## src/rtl/adder_pkg.sv

```systemverilog
// -----------------------------------------------------------------------------
// adder_pkg
// Shared configuration for the pipelined adder slice:
//   DEFAULT_WIDTH / DEFAULT_STAGES : default operand width and pipeline depth
//   chunk_width()                  : bits handled by one pipeline stage
//   params_ok()                    : legality check for a WIDTH/STAGES pair,
//                                    evaluated at elaboration by the top level
// Optional feature macro used by the top level: ADDER_OVERFLOW_DETECT_EN.
// -----------------------------------------------------------------------------
package adder_pkg;

   localparam int DEFAULT_WIDTH  = 32;
   localparam int DEFAULT_STAGES = 4;

   // Width of the carry-chain chunk owned by each stage.
   function automatic int chunk_width(input int width, input int stages);
      return (stages >= 1) ? (width / stages) : width;
   endfunction

   // A configuration is legal when there is at least one stage and the
   // operand splits into equal chunks.
   function automatic bit params_ok(input int width, input int stages);
      return (stages >= 1) && (width >= 1) && ((width % stages) == 0);
   endfunction

endpackage

```

## src/rtl/add_slice.sv

```systemverilog
// -----------------------------------------------------------------------------
// add_slice
// Combinational W-bit ripple-carry adder used as one chunk of the pipelined
// carry chain.
// Ports:
//   a_i, b_i [W-1:0] : operand chunks
//   cin_i            : carry into bit 0 of the chunk
//   sum_o  [W-1:0]   : chunk sum
//   cout_o           : carry out of the chunk MSB
// -----------------------------------------------------------------------------
module add_slice
   import adder_pkg::*;
#(
   parameter int W = chunk_width(DEFAULT_WIDTH, DEFAULT_STAGES)
) (
   input  logic [W-1:0] a_i,
   input  logic [W-1:0] b_i,
   input  logic         cin_i,
   output logic [W-1:0] sum_o,
   output logic         cout_o
);

   logic [W-1:0] sum_d;
   logic         carry_d;

   // Explicit bit-serial ripple: the chunk is kept short so this chain is
   // the whole critical path of a stage.
   always_comb begin
      sum_d   = '0;
      carry_d = cin_i;
      for (int i = 0; i < W; i++) begin
         sum_d[i] = a_i[i] ^ b_i[i] ^ carry_d;
         carry_d  = (a_i[i] & b_i[i]) | (carry_d & (a_i[i] ^ b_i[i]));
      end
   end

   assign sum_o  = sum_d;
   assign cout_o = carry_d;

endmodule

```

## src/rtl/pipelined_adder.sv

```systemverilog
// -----------------------------------------------------------------------------
// pipelined_adder
// Pipelined ripple-carry adder: {carry_out, sum_out} = a_in + b_in + carry_in.
// The WIDTH-bit carry chain is cut into STAGES chunks of CHUNK bits; stage k
// adds chunk k using the carry registered by stage k-1. Valid/ready handshake
// on both sides, whole-pipeline stall under backpressure, 1 beat/cycle.
//
// Ports:
//   clk_in        : clock, rising edge
//   rst_in        : synchronous active-high reset
//   in_valid_in   : operand beat valid
//   in_ready_out  : beat can be accepted this cycle (= pipeline enable)
//   a_in, b_in    : operands [WIDTH-1:0]
//   carry_in      : carry into bit 0
//   out_valid_out : result valid
//   out_ready_in  : downstream accepts result
//   sum_out       : sum [WIDTH-1:0]
//   carry_out     : carry out of the MSB
//   ovf_out       : signed overflow flag
//
// Build option: define ADDER_OVERFLOW_DETECT_EN to register a two's-complement
// overflow flag with the final stage; otherwise ovf_out is constant 0.
// -----------------------------------------------------------------------------
module pipelined_adder
   import adder_pkg::*;
#(
   parameter int WIDTH  = DEFAULT_WIDTH,
   parameter int STAGES = DEFAULT_STAGES
) (
   input  logic             clk_in,
   input  logic             rst_in,
   input  logic             in_valid_in,
   output logic             in_ready_out,
   input  logic [WIDTH-1:0] a_in,
   input  logic [WIDTH-1:0] b_in,
   input  logic             carry_in,
   output logic             out_valid_out,
   input  logic             out_ready_in,
   output logic [WIDTH-1:0] sum_out,
   output logic             carry_out,
   output logic             ovf_out
);

   localparam int CHUNK = chunk_width(WIDTH, STAGES);

   if (!params_ok(WIDTH, STAGES)) begin : gen_param_check
      $error("pipelined_adder: WIDTH must be a multiple of STAGES and STAGES >= 1");
   end

   // Stage k state. word_q[k] holds the finished sum chunks 0..k in its low
   // bits and the still-unused A chunks k+1.. in its high bits, so the A skew
   // and the sum deskew share one register per stage. bop_q[k] carries the
   // unused B chunks the same way; consumed B chunks are zeroed.
   logic [WIDTH-1:0]  word_q [STAGES];
   logic [WIDTH-1:0]  word_d [STAGES];
   logic [WIDTH-1:0]  bop_q  [STAGES];
   logic [WIDTH-1:0]  bop_d  [STAGES];
   logic [STAGES-1:0] carry_q;
   logic [STAGES-1:0] carry_d;
   logic [STAGES-1:0] valid_q;
   logic [STAGES-1:0] valid_d;
   logic              en;

`ifdef ADDER_OVERFLOW_DETECT_EN
   logic ovf_q;
   logic ovf_d;
`endif

   // The pipeline moves as a whole: it only stalls when a result is waiting
   // and the consumer refuses it. No bubble collapsing.
   assign en           = !valid_q[STAGES-1] || out_ready_in;
   assign in_ready_out = en;

   genvar gi;
   for (gi = 0; gi < STAGES; gi++) begin : gen_stage
      logic [WIDTH-1:0] a_src;
      logic [WIDTH-1:0] b_src;
      logic [WIDTH-1:0] a_next;
      logic [WIDTH-1:0] b_next;
      logic             cin_src;
      logic             valid_src;
      logic [CHUNK-1:0] slice_sum;
      logic             slice_cout;

      if (gi == 0) begin : gen_head
         assign a_src     = a_in;
         assign b_src     = b_in;
         assign cin_src   = carry_in;
         assign valid_src = in_valid_in;
      end else begin : gen_body
         assign a_src     = word_q[gi-1];
         assign b_src     = bop_q[gi-1];
         assign cin_src   = carry_q[gi-1];
         assign valid_src = valid_q[gi-1];
      end

      add_slice #(
         .W (CHUNK)
      ) u_slice (
         .a_i    (a_src[gi*CHUNK +: CHUNK]),
         .b_i    (b_src[gi*CHUNK +: CHUNK]),
         .cin_i  (cin_src),
         .sum_o  (slice_sum),
         .cout_o (slice_cout)
      );

      // Chunk gi of A is replaced in place by its sum chunk.
      always_comb begin
         a_next = a_src;
         a_next[gi*CHUNK +: CHUNK] = slice_sum;
         b_next = b_src;
         b_next[gi*CHUNK +: CHUNK] = '0;
      end

      assign word_d[gi]  = a_next;
      assign bop_d[gi]   = b_next;
      assign carry_d[gi] = slice_cout;
      assign valid_d[gi] = valid_src;

`ifdef ADDER_OVERFLOW_DETECT_EN
      // At the last stage the top chunks of a_src/b_src are still the
      // original operand chunks, so their MSBs are the operand sign bits.
      if (gi == STAGES - 1) begin : gen_ovf
         assign ovf_d = (a_src[WIDTH-1] == b_src[WIDTH-1]) &&
                        (slice_sum[CHUNK-1] != a_src[WIDTH-1]);
      end
`endif
   end

   always_ff @(posedge clk_in) begin
      if (rst_in) begin
         for (int k = 0; k < STAGES; k++) begin
            word_q[k] <= '0;
            bop_q[k]  <= '0;
         end
         carry_q <= '0;
         valid_q <= '0;
      end else if (en) begin
         // Data moves even for bubbles; only valid_q is authoritative.
         for (int k = 0; k < STAGES; k++) begin
            word_q[k] <= word_d[k];
            bop_q[k]  <= bop_d[k];
         end
         carry_q <= carry_d;
         valid_q <= valid_d;
      end
   end

`ifdef ADDER_OVERFLOW_DETECT_EN
   always_ff @(posedge clk_in) begin
      if (rst_in) begin
         ovf_q <= 1'b0;
      end else if (en) begin
         ovf_q <= ovf_d;
      end
   end

   assign ovf_out = ovf_q;
`else
   assign ovf_out = 1'b0;
`endif

   assign out_valid_out = valid_q[STAGES-1];
   assign sum_out       = word_q[STAGES-1];
   assign carry_out     = carry_q[STAGES-1];

endmodule

```

## config.mk

```make
export PLATFORM = sky130hd
export DESIGN_NAME = pipelined_adder
export DESIGN_NICKNAME = d
export VERILOG_FILES = /design/src/rtl/adder_pkg.sv /design/src/rtl/add_slice.sv /design/src/rtl/pipelined_adder.sv
export SDC_FILE = /design/constraint.sdc
export NUM_CORES = 1
export LEC_CHECK = 0
export CAP_MARGIN = 20
export CORE_ASPECT_RATIO = 1.1
export CORE_MARGIN = 5
export CORE_UTILIZATION = 60
export DETAILED_ROUTE_END_ITERATION = 8
export GPL_TIMING_DRIVEN = 0
export PLACE_DENSITY_LB_ADDON = 0.12
export SYNTH_ARGS = -nofsm -noshare
export SYNTH_HDL_FRONTEND = slang
export SYNTH_HIERARCHICAL = 1
export SYNTH_SLANG_ARGS = --single-unit
export TNS_END_PERCENT = 10
```

## constraint.sdc

```tcl
create_clock -name clk_in -period 13.2 [get_ports clk_in]
set_input_delay 2.64 -clock clk_in [delete_from_list [all_inputs] [get_ports clk_in]]
set_output_delay 2.64 -clock clk_in [all_outputs]
set_load 0.01 [all_outputs]
```

==> metrics.md <==
| Metric | Value |
|---|---|
| Status | `finished clean` |
| Fin nets | `around 720` |
| Area of the multi-input gates | `approximately 2900 um^2` |
| CP Class | `input port to output port` |
| Routed Antenna Nets | `0` |
| CP endpoint kind | `output port` |
| Max Buffers Root-to-Sink | `2` |
| Fmax | `around 140 MHz` |
| Initial DRT Pass Iterations | `5` |
| Max_cap viols | `0` |
| Leak | `0.00422 uW` |
| Clk slew on worst S/H paths | `~0.070 ns` |
| CTS tree | `done` |
| Final Util | `74.5%` |
| Row count | `46` |
| Layout filler cell count | `864` |
| Gp weighted congestion | `around 0.8` |
| Syn_nets | `601` |
| Sequential Area | `roughly 5400 um^2` |
| Reg2reg end | `word_q[3][31]` |
| Clk sink count | `between 150 and 200` |
| Pwr/cell area | `124 nW/um^2` |
| Layout cell share with drive strength beyond 1 | `between 30% and 40%` |
| DP HPWL | `~11000 um` |
| Maximum VDD drop | `0.0911 mV` |
| Sw Ratio | `between 20 and 25%` |
| Global-route wire length before repair | `around 25000 um` |
| Primary FF master, synth | `edfxtp_1` |
| Unique masters post-synth | `19` |
| Combinational Power Share | `between 8 and 9%` |
| Depth of the worst register-to-register path | `13` |
| Critical path endpoint | `in_ready_out` |
| PortBufs | `between 100 and 150` |
| Total track usage | `between 10% and 20%` |
| Setup TNS Final | `0 ns` |
| Antenna violations before repair | `0` |
| Post-synthesis cell area | `between 8000 and 9000 um^2` |
| Internal power | `between 1000 and 1500 uW` |
| YS warnings | `6` |
| CP dominant cell by count | `clkdlybuf4s50_1` |
| Die ar. | `around 17000 um^2` |
| H-tree depth | `4` |
| RSZ-0062 raised after global routing | `false` |
| Worst R2R Setup Slack | `roughly 9.2 ns` |
| CTS buffer count | `17` |
| Slew HR | `a little under three fifths` |
| Starting density of the core | `61.0%` |
| CP startpoint kind | `input port` |
| Number of vias per cell | `roughly 5.4` |
| Final period util | `between 50% and 60%` |
| Cts hold-fix bufs | `0` |
| Via count | `about 4.4k` |
| Vias in the first global route | `around 4.7k` |
| N_diodes | `0` |
| CP Cell Sequence | `clkdlybuf4s50_1 > nor2b_1 > buf_4 > buf_6 > inv_1 > clkdlybuf4s50_1` |
| Worst-path fanout max | `10` |
| Critical Path Source | `out_ready_in` |
| Pin count of the biggest net entering global routing | `70` |
| Hold/Removal Path Class | `flip-flop to flip-flop` |
| Max Slew Vio Count | `0` |
| Reg power frac | `about half` |
| Slew of the pin with the lowest slew margin | `0.655 ns` |
| Initial DRC Count | `roughly 370` |
| Switching pwr | `270 uW` |
| Setup Skew | `between 0.01 and 0.015 ns` |
| Min Tclk post-route | `between 6 and 7 ns` |
| Worst-skew pair later-pin latency | `around 0.43 ns` |
| Synth area leader | `edfxtp_1` |
| Register area share after synthesis | `61.8%` |
| Area Growth Syn to Fin | `22.2%` |
| Congestion Overflow GR | `0` |
| DRC errors left | `0` |
| Post-synthesis cell count | `500` |
| Critical Path RT | `10.56 ns` |
| Worst path slowest cell | `clkdlybuf4s50_1` |
| Clock share of power | `between 40% and 50%` |
| Async set-reset flop share out of synthesis | `0%` |
| Routed WL | `approximately 16000 um` |
| Core box area | `about 14000 um^2` |
| R2r startpoint | `word_q[2][24]` |
| Clk root buf | `clkbuf_16` |
| Share of the synthesized area in the top cell type | `60.0%` |
| Largest cells by area after synthesis | `edfxtp_1, nor3b_2, fa_1, nor3b_1, buf_6` |
| Fin. Hold Viols | `0` |
| Hold Crit Depth | `2` |
| Die X-Extent | `~130 um` |
| Arr. time, crit path | `between 4 and 5 ns` |
| Postcts setup bufs | `0` |
| I/O pin total | `between 100 and 150` |
| WL per Instance | `18.9 um` |
| Post-cts sizing count | `0` |
| Slowest Stage Delay on Critical Path | `approximately 0.63 ns` |
| Post-synth EDFFs | `between 150 and 200` |
| Die Height | `137 um` |
| Finish-stage setup viols | `0` |
| FF+latch count, synth | `184` |
| Mean post-synth cell area | `approximately 18 um^2` |
==> worst max-delay path, delay by kind of cell <==
kind | cells | cell delay, ns
and+or+nand+nor | 1 | 0.08
buffers and inverters | 5 | 1.57
==> worst min-delay path by stage <==
| stage | end | slack, ns | from |
|---|---|---|---|
| after floorplan | valid_q[3] | 0.42 | valid_q[2] |
| after global placement | valid_q[3] | 0.43 | valid_q[2] |
| after detailed placement | valid_q[3] | 0.44 | valid_q[2] |
| after CTS | valid_q[3] | 0.45 | valid_q[2] |
| after global routing | valid_q[3] | 0.48 | valid_q[2] |
| final | valid_q[3] | 0.45 | valid_q[2] |
==> kinds of logic (layout without fill, tap and decap cells) <==
group                    after synthesis  after routing  share of synthesized area, %
AO/OA/AOI/OAI                          6              6                         0.341
buffers and inverters                 85            221                          5.50
AND/OR/NAND/NOR                      190            190                          24.8
adder cells (fa/ha/maj)               32             32                          7.27
multiplexers                           2              2                         0.227
flip-flops                           184            184                          61.8
other                                  1              1                        0.0426
==> metrics by stage <==
step	cell area, um^2	worst slack, ns	power [uW]	hold slack (ns)	std cells
floorplan	8810	5.36	762	0.421	500
global placement	10100	3.57	808	0.428	794
detailed placement	10100	6.28	813	0.445	796
CTS	10800	6.27	1350	0.454	828
global route	10800	6.25	1390	0.484	828
finish	10800	6.26	1340	0.452	828
==> layout make-up <==
type	count	share of cell area, %
plain buffers	43	3.03
clock buffers	20	4.24
clock inverters	12	1.62
inverters	42	1.46
multi-input cells	231	26.8
flip-flops and latches	184	50.6
well taps	192	2.23
repair buffers	104	10.0
==> power groups by stage <==
stage	Clock [uW]	Sequential [uW]	Combinational [uW]
final	539	686	114
after global routing	572	689	125
after CTS	544	686	116
after detailed placement	0	698	114
after global placement	0	698	110
after floorplan	0	698	63.6
==> cells in the mapped netlist (2+ instances only) <==
cell type	n
edfxtp_1	176
nor3b_2	150
inv_1	42
fa_1	32
nor3b_1	26
buf_2	21
buf_6	16
dfxtp_1	8
nand2b_1	8
o21ai_0	5
or4bb_1	4
clkbuf_1	3
buf_4	2
mux2i_1	2
==> cell usage in the layout, fill, tap and decap left out, drive strengths merged, types with 5 or more instances in the layout <==
| cell | n |
|---|---|
| edfxtp | 176 |
| fa | 32 |
| nor3b | 176 |
| buf | 42 |
| inv | 43 |
| clkbuf | 23 |
| dfxtp | 8 |
| nand2b | 8 |
| clkdlybuf4s50 | 102 |
| o21ai | 5 |
==> registers in the layout, indices dropped and copies added, names as in the netlist <==
register  count
word_q      128
bop_q        48
carry_q       4
valid_q       4
==> per-layer routing <==
metal	part of all wire [%]	track usage [%]
met5	0	0
met4	1.3	6.20
met3	4.8	5.19
met2	55	33.5
met1	39	24.2
Note: power is estimated with default switching activity, not from simulation.
